File: config.mk
export PLATFORM = sky130hd
export DESIGN_NAME = usb_line_monitor
export DESIGN_NICKNAME = d
export VERILOG_FILES = /design/src/rtl/usb_line_monitor.sv
export SDC_FILE = /design/constraint.sdc
export NUM_CORES = 1
export LEC_CHECK = 0
export ABC_AREA = 1
export CELL_PAD_IN_SITES_DETAIL_PLACEMENT = 0
export CELL_PAD_IN_SITES_GLOBAL_PLACEMENT = 2
export CORE_MARGIN = 2
export CORE_UTILIZATION = 31
export CTS_CLUSTER_SIZE = 10
export DETAILED_ROUTE_END_ITERATION = 10
export PLACE_DENSITY_LB_ADDON = 0.1
export SYNTH_ARGS = -nofsm -noshare
export SYNTH_HDL_FRONTEND = slang
export SYNTH_SLANG_ARGS = --single-unit
File: constraint.sdc
create_clock -name clk -period 2.3 [get_ports clk]
set_clock_uncertainty 0.1 [all_clocks]
set_input_delay 0.345 -clock clk [delete_from_list [all_inputs] [get_ports clk]]
set_output_delay 0.345 -clock clk [all_outputs]
set_load 0.02 [all_outputs]
File: src/rtl/usb_line_monitor.sv
// USB bus line-state monitor: detects bus reset (SE0), suspend (idle J) and resume (K while
// suspended). The thresholds are given in microseconds and converted to cycles for each speed mode.
module usb_line_monitor #(
    parameter int unsigned FS_CLK_KHZ = 48000,
    parameter int unsigned LS_CLK_KHZ = 6000,
    parameter int unsigned RESET_US   = 5,
    parameter int unsigned SUSPEND_US = 3000,
    parameter int unsigned RESUME_US  = 1
) (
    input  logic       clk,
    input  logic       reset_ni,
    input  logic       usb_full_speed,
    input  logic [1:0] line_state,
    output logic       bus_reset_o,
    output logic       bus_reset_pls_o,
    output logic       suspend_o,
    output logic       resume_o
);

    function automatic int unsigned cycles(input int unsigned khz, input int unsigned us);
        longint unsigned t;
        t = (longint'(khz) * longint'(us)) / 1000;
        return (t == 0) ? 1 : int'(t);
    endfunction

    function automatic int unsigned max2(input int unsigned a, input int unsigned b);
        return (a > b) ? a : b;
    endfunction

    localparam int unsigned TRstFs  = cycles(FS_CLK_KHZ, RESET_US);
    localparam int unsigned TRstLs  = cycles(LS_CLK_KHZ, RESET_US);
    localparam int unsigned TSuspFs = cycles(FS_CLK_KHZ, SUSPEND_US);
    localparam int unsigned TSuspLs = cycles(LS_CLK_KHZ, SUSPEND_US);
    localparam int unsigned TResFs  = cycles(FS_CLK_KHZ, RESUME_US);
    localparam int unsigned TResLs  = cycles(LS_CLK_KHZ, RESUME_US);
    localparam int unsigned TMax    = max2(max2(max2(TRstFs, TRstLs), max2(TSuspFs, TSuspLs)),
                                           max2(TResFs, TResLs));
    localparam int unsigned CW      = $clog2(TMax + 1);

    localparam logic [1:0] LsSe0 = 2'b00;
    localparam logic [1:0] LsJ   = 2'b01;
    localparam logic [1:0] LsK   = 2'b10;

    typedef enum logic [1:0] {StActive, StReset, StSuspend} state_e;

    state_e          state_q;
    logic [1:0]      line_q;
    logic            mode_q;
    logic            mode_vld_q;
    logic [CW-1:0]   cnt_q;
    logic [CW-1:0]   cnt_d;
    logic [CW-1:0]   t_rst;
    logic [CW-1:0]   t_susp;
    logic [CW-1:0]   t_res;
    logic            mode_toggle;
    logic            det_rst;
    logic            det_susp;
    logic            det_res;

    // mode_vld_q keeps the first edge after reset from being mistaken for a mode toggle
    always_comb begin
        mode_toggle = mode_vld_q && (usb_full_speed != mode_q);
        if (mode_toggle) begin
            cnt_d = '0;
        end else if (line_state == line_q) begin
            cnt_d = (&cnt_q) ? cnt_q : cnt_q + CW'(1);
        end else begin
            cnt_d = CW'(1);
        end
    end

    always_comb begin
        t_rst    = usb_full_speed ? CW'(TRstFs)  : CW'(TRstLs);
        t_susp   = usb_full_speed ? CW'(TSuspFs) : CW'(TSuspLs);
        t_res    = usb_full_speed ? CW'(TResFs)  : CW'(TResLs);
        // Equality only: a held or saturated run never re-triggers
        det_rst  = (line_state == LsSe0) && (cnt_d == t_rst);
        det_susp = (line_state == LsJ)   && (cnt_d == t_susp);
        det_res  = (line_state == LsK)   && (cnt_d == t_res);
    end

    always_ff @(posedge clk or negedge reset_ni) begin
        if (!reset_ni) begin
            state_q         <= StActive;
            line_q          <= LsSe0;
            mode_q          <= 1'b0;
            mode_vld_q      <= 1'b0;
            cnt_q           <= '0;
            bus_reset_o     <= 1'b0;
            bus_reset_pls_o <= 1'b0;
            suspend_o       <= 1'b0;
            resume_o        <= 1'b0;
        end else begin
            line_q          <= line_state;
            mode_q          <= usb_full_speed;
            mode_vld_q      <= 1'b1;
            cnt_q           <= cnt_d;
            bus_reset_pls_o <= 1'b0;
            resume_o        <= 1'b0;
            case (state_q)
                StActive: begin
                    if (det_rst) begin
                        state_q         <= StReset;
                        bus_reset_o     <= 1'b1;
                        bus_reset_pls_o <= 1'b1;
                    end else if (det_susp) begin
                        state_q   <= StSuspend;
                        suspend_o <= 1'b1;
                    end
                end
                StReset: begin
                    if (line_state != LsSe0) begin
                        state_q     <= StActive;
                        bus_reset_o <= 1'b0;
                    end
                end
                StSuspend: begin
                    if (det_res) begin
                        state_q   <= StActive;
                        suspend_o <= 1'b0;
                        resume_o  <= 1'b1;
                    end else if (det_rst) begin
                        state_q         <= StReset;
                        suspend_o       <= 1'b0;
                        bus_reset_o     <= 1'b1;
                        bus_reset_pls_o <= 1'b1;
                    end
                end
                default: state_q <= StActive;
            endcase
        end
    end

endmodule
* Word-level counts from Yosys, hierarchy flattened
Index checks and enable logic that the tools add are counted.
W data, S select, Z words.
** Storage, ports and cells
- Flip-flop bits (word level) :: 28
- Input bits :: 5
- Word-level logic and storage cells :: 64
- Output and inout port bits :: 4
** Operators by class
- Muxes and demuxes :: 26
- $add $sub $neg :: 1
- Reductions and logical operators :: 13
- Equal/unequal tests :: 15
** Operators with widths (count)
- $mux W18 :: 4
- $add A18 B1 Y18 const B :: 1
- $eq A18 B18 Y1 :: 1
- $eq A18 B6 Y1 :: 1
- $eq A18 B8 Y1 :: 1
- $reduce_and A18 Y1 :: 1
- $mux W1 :: 11
- $mux W2 :: 5
- $mux W8 :: 1
- $ne A2 B2 Y1 const B :: 4
- $mux W6 :: 1
- $ne A3 B3 Y1 const B :: 2
- $pmux W2 S3 :: 1
- $reduce_and A3 Y1 :: 2
- $eq A2 B1 Y1 const B :: 2
- $eq A2 B2 Y1 const B :: 2
- $logic_and A1 B1 Y1 :: 4
- $logic_not A2 Y1 :: 2
- $pmux W1 S2 :: 2
- $reduce_and A4 Y1 :: 1
- $reduce_bool A2 Y1 :: 2
- $pmux W1 S3 :: 1
- $reduce_bool A3 Y1 :: 1
- $eq A2 B2 Y1 :: 1
- $ne A1 B1 Y1 :: 1

* Depth between registers and ports, before layout
Gate-level depths: netlist of the first run.
- Depth in word-level cells :: 9
- Depth in mapped cells :: 18
- Gate-level depth less buffers :: 17

* Least setup slack after synthesis of the first run
No wires, ideal clock.
- Kind :: register to register
- Start point :: register cnt_q[0]
- End point :: register suspend_o
- Cell stages (with the launch flop) :: 19
- Required time :: 2082 ps
- Path slack :: 102 ps
- Library setup time :: 118 ps
- Arrival :: 1979 ps
- Cells stage by stage :: dfrtp_1 > ha_1 > nand2_2 > nor2_4 > nand2_4 > nor2_4 > nand2_2 > buf_6 > nand3_1 > nand3_1 > nand2_1 > inv_1 > nand2_1 > nor2_1 > nand3_1 > nand3_2 > nand3_1 > nand2_1 > nand2_1
** On the way
- Word-level cells in the longest chain between the ends :: 8
** Ends and longest elaborated chain
- start: declaration :: line 50 : logic [CW-1:0] cnt_q;
- start signal: assignment :: line 97 : cnt_q <= cnt_d;
- $add A18 B1 Y18 or $reduce_and A18 Y1 (tied branches) :: line 66 : cnt_d = (&cnt_q) ? cnt_q : cnt_q + CW'(1);
- $mux W18 * :: line 66
- $mux W18 * :: line 65 : end else if (line_state == line_q) begin
- $mux W18 * :: line 63 : if (mode_toggle) begin
- $eq A18 B8 Y1 (tied with other cells) :: line 77 : det_rst = (line_state == LsSe0) && (cnt_d == t_rst);
- $logic_and A1 B1 Y1, on equally long branches :: line 77, 78, 79
- $ne A3 B3 Y1 (no line) (tied with other cells)
- $reduce_and A4 Y1 (no line) or $pmux W1 S2 (tied branches)
- end signal: assignment :: line 91 : suspend_o <= 1'b0;
- end signal: assignment :: line 108 : suspend_o <= 1'b1;
- end signal: assignment :: line 120 : suspend_o <= 1'b0;
- end: declaration :: line 16 : output logic suspend_o,
Mark *: on every way between the ends. The rest lies on a longest branch, timed or not.
A chain may end at the register's enable or synchronous reset.

* Final worst setup path of the first run
Same ends and word-level chain as after synthesis.

==> results of run 1 <==
==> worst max-delay path by stage <==
stage / from / end / slack [ps] / depth (start not counted)
after floorplan: cnt_q[0] / suspend_o / 100 / 18
after global placement: line_state[1] / suspend_o / -250 / 16
after detailed placement: line_state[1] / suspend_o / -280 / 16
after CTS: cnt_q[0] / suspend_o / -10 / 15
after global routing: cnt_q[0] / suspend_o / -230 / 17
final: cnt_q[0] / suspend_o / -3 / 17
==> cell type report <==
cell class / count / area share (%)
Tap cell: 80 / 3.18
Sequential cell: 28 / 22.3
Multi-Input combinational cell: 235 / 41.6
Inverter: 56 / 6.83
Clock buffer: 4 / 1.75
Timing Repair Buffer: 92 / 24.3
==> cells by family (layout without fill, tap and decap cells) <==
| group | count (synthesis) | count (layout) | share of synthesized area, % |
|---|---|---|---|
| xor+xnor | 8 | 8 | 3.25 |
| compound gates | 7 | 7 | 2.03 |
| other cells | 1 | 1 | 0.174 |
| buf+inv | 61 | 152 | 11.3 |
| simple gates | 217 | 218 | 50.2 |
| flops | 28 | 28 | 32.5 |
| fa+ha+maj | 1 | 1 | 0.580 |
==> timing repair <==
action                                  CTS  global route
pin swaps                                 5             7
cloned                                    0             1
setup buffers                             3             2
hold buffers                              0             0
endpoints found under the hold margin     0             0
gates resized for setup                  22            11
endpoints found under the setup margin    6             6
==> worst register-to-register path, cell delays in order, from the launching register on <==
cell and delay [ps]:
dfrtp_1 400, ha_2 200, buf_4 150, nand3_2 80, nor2_2 40, buf_4 120, xnor2_1 120, nand2_1 100
nand3_2 110, nand2_1 100, o21ai_1 90, inv_1 80, nor2_2 120, nand3_2 130, nand3_2 100, nand3_1 60
nand2_1 50, nand2_1 50
==> report_power, final <==
group | internal (mW) | switching [mW] | leakage, nW | total, mW
Sequential | 0.500 | 0.00439 | 0.372 | 0.504
Combinational | 0.0786 | 0.107 | 1.29 | 0.186
Clock | 0.153 | 0.150 | 0.0288 | 0.303
Total | 0.731 | 0.262 | 1.69 | 0.993
==> cells in the mapped netlist (3+ instances only) <==
cell type | n | share of area [%]
nor3_1 | 3 | 0.70
nor2_1 | 38 | 6.6
nor2_2 | 9 | 2.6
xor2_1 | 3 | 1.2
inv_1 | 47 | 8.2
dfrtp_1 | 28 | 32
nand4_1 | 16 | 4.6
nand3_2 | 12 | 5.6
nand3_1 | 33 | 7.7
xnor2_1 | 5 | 2.0
nand2_2 | 7 | 2.0
inv_2 | 7 | 1.2
nand2_1 | 87 | 15
nor2_4 | 4 | 2.1
==> layer usage <==
layer  global-route usage [%]  vias up  share of wire (%)
met4                     5.59        0                1.7
met2                     33.5       30                 51
met1                     22.9     1044                 46
met5                        0        -                  0
met3                     1.52        6                1.7
li1                         -     1201                  -
==> per-stage QoR <==
stage	std cells	setup WS, ps	TNS [ps]	instance area (um2)	hold WS [ps]
detailed placement	485	-278	-1240	2940	365
global placement	485	-252	-1160	2940	369
global route	495	-229	-731	3150	260
floorplan	323	102	0	2160	-50.6
finish	495	-2.59	-2.59	3150	247
CTS	492	-14.4	-32.1	3090	359
==> summary.txt, run 1 <==
Tmin final: 2300 ps
CP max FO: 4
Gate Count Post-Synth: 323
Number of synthesized flops with an enable pin: 0
Critical Path Source Type: flip-flop
Number of global-route vias before repair: 2260
Critical path type: flip-flop to flip-flop
Area Overhead vs Synth: 46.0%
CTS tree: yes
Worst hold path class: input pin to flip-flop
# DRC: 0
Commonest non-fill, non-tap cell in the layout: nand2_1
Fillers: 729
Total track usage: 18.4%
PortBufs: 8
Final ANT Viol Nets: 0
Die Width: 87.4 um
R2R depth: 17
Mapped Nets: 329
Top Family by Delay on Critical Path: simple AND/OR/NAND/NOR gates
Post-Route Utilization: 46.6%
Clk Latency, worst-skew pair: 270 ps
Crit share post-route: 100%
IO Pins: 9
Worst reg2reg startpoint: cnt_q[0]
Ys async rst share: 100%
Vias per inst: 4.61
Slowest cell delay on critical path: 400 ps
Hold path depth: 2
Clk pin slew, worst setup/hold paths: 90 ps
TritonRoute pass-1 iters: 4
Final nets: 422
Synth Area per Inst: 6.68 um2
Outcome: finished with violations
Die H: 87.4 um
WP buf/inv: 3
Main synth FF type: dfrtp_1
Maximum clock rate: 434 MHz
WP data arrival: 2370 ps
Register area: 702 um2
Max Cap Violations: 0
Initial core utilization: 31.9%
Setup violations, final: 1
R2R Setup Slk: -3 ps
Max reg flops: 18
R2R Path End: suspend_o
Failing checks: negative setup slack
Hold Crit Endpoint: line_q[1]
Initial detailed-routing violation count: 72
Worst Slack Setup Final: -2.59 ps
Post-DP HPWL: 5380 um
Top Registers: cnt_q (18), line_q (2), state_q (2)
GP Congestion: 0.817
HP Start: line_state[1]
Core area: 0.00676 mm2
Worst ir drop on vdd: 279 uV
Largest net degree at the start of global routing: 29
Yosys warns: 0
Slowest cell on the critical path: dfrtp_1
CTS Buffer Depth: 2
Vias: 2281
H-Tree Level Count: 1
Leak: 1.69 nW
Total design power: 0.993 mW
Critical path required time: 2370 ps
Layout cell share with drive strength beyond 1: 37.3%
First-pass GRT wire length: 10700 um
Clk root buf: clkbuf_8
Seq/Total Area, Yosys: 32.5%
Die ar.: 0.00764 mm2
Drt wl/cell: 13.0 um
Most frequent cells in the layout: nand2_1 (83), buf_4 (77), inv_1 (44)
Antenna violations before repair: 0
Register bit total from synthesis: 28
GR Overflow Total: 0
Post-Route WL: 6440 um
Number of placement rows: 30
Final Hold Viols: 0
Slew Viols, Final: 0
Area taken by multi-input logic gates: 0.00131 mm2
Power per cell area: 315 mW/mm2
Clock Sinks: 28
Mapped Area: 0.00216 mm2
Crit. End Element: flip-flop
Antenna diode count: 0
TritonCTS buffer count: 3
Critical-path cell list: ha_2 -> buf_4 -> nand3_2 -> nor2_2 -> buf_4 -> xnor2_1 -> nand2_1 -> nand3_2 -> nand2_1 -> o21ai_1 -> inv_1 -> nor2_2 -> nand3_2 -> nand3_2 -> nand3_1 -> nand2_1 -> nand2_1
RSZ-0062 raised after global routing: true
Yosys cell types: 33
Largest register by flop count: cnt_q
Note: power is estimated with default switching activity, not from simulation.
==> run 2: changes to the inputs <==
- ABC_AREA: 1 -> default
- CORE_UTILIZATION: 31 -> 34
- GPL_TIMING_DRIVEN: default -> 0
==> run 2 against run 1 <==
Effect of this change: the run ends with negative hold slack, negative setup slack left; first-iteration DRC count is 4.2% lower; fmax shrank 17%; sequential share of layout area up 4.8 points; critical endpoint is now state_q[1]; total power increased by 0.72%; area after synthesis fell by 20%; cell area decreased by 17%; final cell count shrank 38%; register-to-register slack got worse by 460 ps; highest routed layer unchanged.
==> summary.txt, run 2 <==
TritonRoute pass-1 iters: 4 (unchanged)
PortBufs: 8 (unchanged)
Worst ir drop on vdd: 247 uV (-12%)
Slowest cell delay on critical path: 450 ps (+50 ps)
Mapped Area: 0.00173 mm2 (-20%)
Post-DP HPWL: 3600 um (-33%)
Yosys warns: 0 (unchanged)
Tmin final: 2770 ps (+463 ps)
Main synth FF type: dfrtp_1
Seq/Total Area, Yosys: 40.6% (+8.1 points)
Compound-Gate Fraction of Synth Area: 19.3% (+17 points)
Critical path required time: 2410 ps (+40 ps)
Drt wl/cell: 18.6 um (+43%)
WP buf/inv: 0 (-3)
Slowest cell on the critical path: or4_4
Number of global-route vias before repair: 1903 (-16%)
Final nets: 248 (-41%)
Synth Area per Inst: 9.14 um2 (+37%)
Top Registers: cnt_q (18), line_q (2), state_q (2)
Placed Cells: 264 (-46%)
Yosys cell types: 55 (+67%)
Largest cells by area after synthesis: dfrtp_1 (41%), xnor2_1 (3.6%), nor2_1 (3.3%)
Critical path type: flip-flop to flip-flop
Critical-path cell list: ha_4 -> nand4_4 -> or3_4 -> o22ai_4 -> a31oi_4 -> nor4bb_4 -> o21ai_1 -> or4_4 -> a211oi_2
TritonCTS buffer count: 3 (unchanged)
Setup violations, final: 6 (+5)
Clk pin slew, worst setup/hold paths: 100 ps (about the same)
Area taken by multi-input logic gates: 0.00132 mm2 (+0.67%)
Register area: 711 um2 (+1.2%)
Register bit total from synthesis: 28 (unchanged)
Final Cell Area: 0.00263 mm2 (-17%)
Final ANT Viol Nets: 0 (unchanged)
Rel. slew slack: 54.2%
Hold WS: -9.58 ps (-256 ps)
CTS tree: yes
Vias per inst: 5.65 (+23%)
Maximum clock rate: 362 MHz (-17%)
Max Cap Violations: 0 (unchanged)
Die H: 75.3 um (-14%)
Largest register by flop count: cnt_q
Yosys top cell by area: dfrtp_1
Initial core utilization: 35.8% (+3.9 points)
Layout cell share with drive strength beyond 1: 47.3% (+10 points)
Slew Viols, Final: 0 (unchanged)
Gate Count Post-Synth: 189 (-41%)
Top Family by Delay on Critical Path: simple AND/OR/NAND/NOR gates
Commonest non-fill, non-tap cell in the layout: buf_4
GP Congestion: 0.840 (+2.9%)
H-Tree Level Count: 1 (unchanged)
Placement Setup Slack: -1380 ps (-1100 ps)
Vias: 1741 (-24%)
Final Hold Viols: 20 (+20)
Crit share post-route: 120% (+20 points)
Post-Synth Adder-Cell Area: 0.725% (+0.14 points)
Max reg flops: 18 (unchanged)
Core area: 0.00482 mm2 (-29%)
Die ar.: 0.00566 mm2 (-26%)
Initial detailed-routing violation count: 69 (-4.2%)
Mux cell area share after synthesis: 0.580% (+0.58 points)
CP max FO: 5 (+1)
Worst Slack Setup Final: -465 ps (-463 ps)
Largest net degree at the start of global routing: 29 (unchanged)
Worst hold path class: input pin to asynchronous set/reset pin
Failing checks: negative hold slack, negative setup slack
Area Overhead vs Synth: 52.0%
Number of synthesized flops with an enable pin: 0 (unchanged)
Final cell count without fillers: 308 (-38%)
Crit. End Element: flip-flop
Antenna diode count: 0 (unchanged)
Clk Latency, worst-skew pair: 280 ps (about the same)
Total track usage: 22.4% (+4.0 points)
Most frequent cells in the layout: buf_4 (39), dfrtp_1 (20), nor2_1 (14)
CTS Buffer Depth: 2 (unchanged)
Clk root buf: clkbuf_8
Fillers: 453 (-38%)
IO Pins: 9 (unchanged)
Top cells by count, synth: dfrtp_1 (28), nor2_1 (15), nand2_1 (12)
Most frequent cell after synthesis: dfrtp_1
Main combinational cell family by area after synthesis: simple AND/OR/NAND/NOR gates
Worst Max-Slew Pin Slew: 688 ps
Post-Route WL: 5740 um (-11%)
Power per cell area: 381 mW/mm2 (+21%)
Hold Buf Count CTS: 0 (unchanged)
Outcome: finished with violations
Die Width: 75.3 um (-14%)
Area of placed instances: 0.00195 mm2 (-34%)
Mapped Nets: 195 (-41%)
Clock Sinks: 28 (unchanged)
First-pass GRT wire length: 9540 um (-11%)
RSZ-0062 raised after global routing: true
Top cell type's share of synthesized area: 40.6% (+8.1 points)
GR Overflow Total: 0 (unchanged)
# DRC: 0 (unchanged)
Antenna violations before repair: 0 (unchanged)
Xor/xnor share of the synthesized area: 4.06% (+0.81 points)
Leak: 1.03 nW (-39%)
Post-synthesis simple-gate area fraction: 31.2% (-19 points)
Number of placement rows: 25 (-17%)
Critical Path Source Type: flip-flop
WP data arrival: 2870 ps (+500 ps)
Ys async rst share: 100% (unchanged)
run 2: changes by cell type after synthesis, sizes merged, moves of 9 or more:
cell | before | now
nand2 | 96 | 12
inv | 54 | 9
nand3 | 45 | 9
nor2 | 51 | 16
a21oi | 2 | 11
nand4 | 16 | 7
run 2: worst paths after layout:
| kind | end | from | cells after the start | slack [ps] |
|---|---|---|---|---|
| max in group asynchronous | cnt_q[13] | reset_ni | 1 | 1620 |
| hold reg to reg | state_q[1] | state_q[0] | 1 | 430 |
| min in group clk | line_q[1] | line_state[1] | 1 | 360 |
| setup / recovery | state_q[1] | cnt_q[0] | 9 | -470 |
| hold / removal | cnt_q[1] | reset_ni | 1 | -10 |
| setup reg to reg | state_q[1] | cnt_q[0] | 9 | -470 |
run 2: repair_timing:
item	CTS	global route
pin swaps	30	5
resized for setup	65	9
endpoints found under the setup margin	16	7
buffers inserted	37	8
run 2: kinds of logic after synthesis:
group,after synthesis
AO/OA/AOI/OAI,47
XOR/XNOR,8
adder cells (fa/ha/maj),1
buffers and inverters,14
flip-flops,28
multiplexers,1
other,1
AND/OR/NAND/NOR,89
run 2: power breakdown:
group          switching (mW)  total [mW]  internal, mW
Combinational          0.0942       0.159        0.0652
Clock                   0.171       0.325         0.154
Sequential             0.0134       0.516         0.503
Total                   0.278        1.00         0.722
run 2: area by class of cell:
type / count / area share (%)
Tap cell: 67 / 3.19
Buffer: 4 / 1.05
Multi-Input combinational cell: 147 / 50.3
Timing Repair Buffer: 49 / 15.0
Sequential cell: 28 / 27.1
Inverter: 9 / 1.29
Clock buffer: 4 / 2.10
run 2: per-stage QoR:
step / utilization [%] / TNS, ps / total power, mW
floorplan: - / -1420 / 0.592
global placement: 40.5 / -12530 / 0.644
detailed placement: 40.5 / -13320 / 0.647
CTS: 53.1 / -2390 / 0.994
global route: 54.5 / -3230 / 1.04
finish: 54.5 / -2410 / 1.00
run 2: layer usage:
metal | GRT usage, % | routed length, um | share of wire, %
met1 | 30.0 | 2610 | 45
met2 | 38.5 | 2890 | 50
met3 | 2.68 | 158 | 2.8
met4 | 6.04 | 76 | 1.3
met5 | 0 | 0 | 0
==> run 3: changes to the inputs <==
- CAP_MARGIN: default -> 20
==> run 3 against run 2 <==
Effect of this change: the run ends with negative setup slack left; sequential power barely moved; total power is 1.3% higher; wire length rose by 4.8%; sequential cell count unchanged; largest cell class unchanged; global-route usage shrank 0.68 points; highest routed layer unchanged; non-clock buffer count increased by 12; critical path depth unchanged; combinational power increased by 11%; via count is 7.0% higher; sequential share of layout area down 1.7 points.
==> summary.txt, run 3 (synthesized netlist as in run 2, its figures left out) <==
Layout cell share with drive strength beyond 1: 49.0% (+1.7 points)
Crit share post-route: 119% (-0.91 points)
H-Tree Level Count: 1 (unchanged)
Register area: 709 um2 (-0.18%)
Critical-path cell list: ha_4 -> nand4_4 -> or3_4 -> o22ai_4 -> a31oi_1 -> nor4bb_2 -> o21ai_1 -> or4_4 -> a211oi_2
Vias: 1862 (+7.0%)
GR Overflow Total: 0 (unchanged)
Slowest cell delay on critical path: 440 ps (about the same)
Area taken by multi-input logic gates: 0.00137 mm2 (+3.4%)
Max Cap Violations: 0 (unchanged)
Crit. End Element: flip-flop
Clk Latency, worst-skew pair: 280 ps (about the same)
Initial core utilization: 35.8% (unchanged)
Initial detailed-routing violation count: 113 (+64%)
CTS tree: yes
Die H: 75.3 um (unchanged)
Tmin final: 2740 ps (-20.8 ps)
Commonest non-fill, non-tap cell in the layout: buf_4
Worst ir drop on vdd: 179 uV (-28%)
Antenna violations before repair: 0 (unchanged)
Clock Sinks: 28 (unchanged)
Outcome: finished with violations
Max reg flops: 18 (unchanged)
Largest net degree at the start of global routing: 18 (-38%)
Worst Slack Setup Final: -444 ps (+20.8 ps)
Final cell count without fillers: 320 (+3.9%)
Largest register by flop count: cnt_q
R2R Setup Slk: -440 ps (+20 ps)
TritonRoute pass-1 iters: 5 (+1)
Clk root buf: clkbuf_8
PortBufs: 8 (unchanged)
Number of global-route vias before repair: 1896 (-0.37%)
Post-DP HPWL: 3740 um (+3.7%)
Vias per inst: 5.82 (+2.9%)
Worst reg2reg startpoint: cnt_q[1]
GP Congestion: 0.840 (unchanged)
Clk pin slew, worst setup/hold paths: 110 ps (about the same)
Post-Route Utilization: 57.9% (+3.5 points)
R2R Path End: state_q[1]
Most frequent cells in the layout: buf_4 (48), dfrtp_1 (21), nor2_1 (14)
Worst hold path class: input pin to asynchronous set/reset pin
Slowest cell on the critical path: or3_4
Total design power: 1.01 mW (+1.3%)
R2R depth: 9 (unchanged)
Top Family by Delay on Critical Path: simple AND/OR/NAND/NOR gates
Antenna diode count: 0 (unchanged)
Number of placement rows: 25 (unchanged)
Hold Buf Count CTS: 0 (unchanged)
RSZ-0062 raised after global routing: true
First-pass GRT wire length: 9320 um (-2.3%)
Maximum clock rate: 364 MHz (+0.76%)
IO Pins: 9 (unchanged)
Core area: 0.00482 mm2 (unchanged)
Die ar.: 0.00566 mm2 (unchanged)
Placed Cells: 265 (+0.38%)
WP buf/inv: 0 (unchanged)
Critical path required time: 2400 ps (about the same)
CP max FO: 5 (unchanged)
Die Width: 75.3 um (unchanged)
WP data arrival: 2850 ps (-20 ps)
Rel. slew slack: 53.9% (-0.24 points)
Total track usage: 21.8% (-0.68 points)
Leak: 1.09 nW (+6.5%)
Area of placed instances: 0.00198 mm2 (+1.4%)
Slew Viols, Final: 0 (unchanged)
Area Overhead vs Synth: 61.7%
CTS Buffer Depth: 2 (unchanged)
TritonCTS buffer count: 3 (unchanged)
Failing checks: negative setup slack
# DRC: 0 (unchanged)
Final Cell Area: 0.00279 mm2 (+6.3%)
Critical path type: flip-flop to flip-flop
Final Hold Viols: 0 (-100%)
Critical Path Source Type: flip-flop
Fillers: 428 (-5.5%)
Final nets: 260 (+4.8%)
Post-Route WL: 6020 um (+4.8%)
Setup violations, final: 7 (+1)
Drt wl/cell: 18.8 um (+0.88%)
Power per cell area: 363 mW/mm2 (-4.7%)
Worst Max-Slew Pin Slew: 689 ps (+1.43 ps)
Setup TNS Final: -2580 ps (-166 ps)
Top Registers: cnt_q (18), line_q (2), state_q (2)
Final ANT Viol Nets: 0 (unchanged)
-- run 3: cell count changes in the layout (fill, tap and decap cells not counted), sizes merged --
cell,previous run,this run
buf,44,55
clkdlybuf4s50,4,5
-- run 3: worst max path at each step --
stage                        from    endpoint  slack (ps)  cells after the start
finish                   cnt_q[1]  state_q[1]        -440                      9
detailed placement  line_state[0]   suspend_o       -1410                      9
CTS                      cnt_q[1]  state_q[1]        -450                      9
global route             cnt_q[1]  state_q[1]        -580                      9
global placement    line_state[1]   suspend_o       -1360                      9
floorplan                cnt_q[0]  state_q[1]        -380                      9
-- run 3: timing repair --
item | 4_1_cts | 5_1_grt
gates resized for setup | 56 | 24
hold endpoints to repair | 0 | 0
endpoints found under the setup margin | 16 | 7
buffers inserted | 39 | 12
pin swaps | 28 | 11
-- run 3: stage by stage --
stage / hold WS, ps / worst slack (ps)
2_1_floorplan: -50.6 / -384
3_3_place_gp: 397 / -1360
3_5_place_dp: 411 / -1410
4_1_cts: 364 / -451
5_1_grt: 380 / -578
6_report: 366 / -444
-- run 3: power by group --
| part | switching [mW] | leakage (nW) | internal (mW) |
|---|---|---|---|
| combinational | 0.102 | 0.702 | 0.0749 |
| sequential | 0.0134 | 0.363 | 0.503 |
| clock | 0.167 | 0.0288 | 0.154 |
-- run 3: per-layer routing --
metal / wire (um) / vias to the layer above / track usage (%)
met3: 263 / 15 / 2.95
met5: 0 / - / 0
met4: 138 / 0 / 6.82
li1: - / 853 / -
met1: 2570 / 934 / 27.6
met2: 3040 / 60 / 38.4
-- run 3: area by class of cell --
| type | count | share of cell area, % |
|---|---|---|
| buffer | 5 | 1.52 |
| clock buffer | 4 | 1.97 |
| inverter | 9 | 1.21 |
| multi-input combinational | 147 | 48.9 |
| sequential | 28 | 25.4 |
| tap | 67 | 3.00 |
| timing repair buffer | 60 | 18.0 |
-- run 3: worst reg2reg max path: cells and delay by family (launching register included) --
kind	cells	cell delay, ps
DFF	1	420
adders and majority gates	1	180
AOI/OAI and AO/OA	4	680
and+or+nand+nor	4	1280
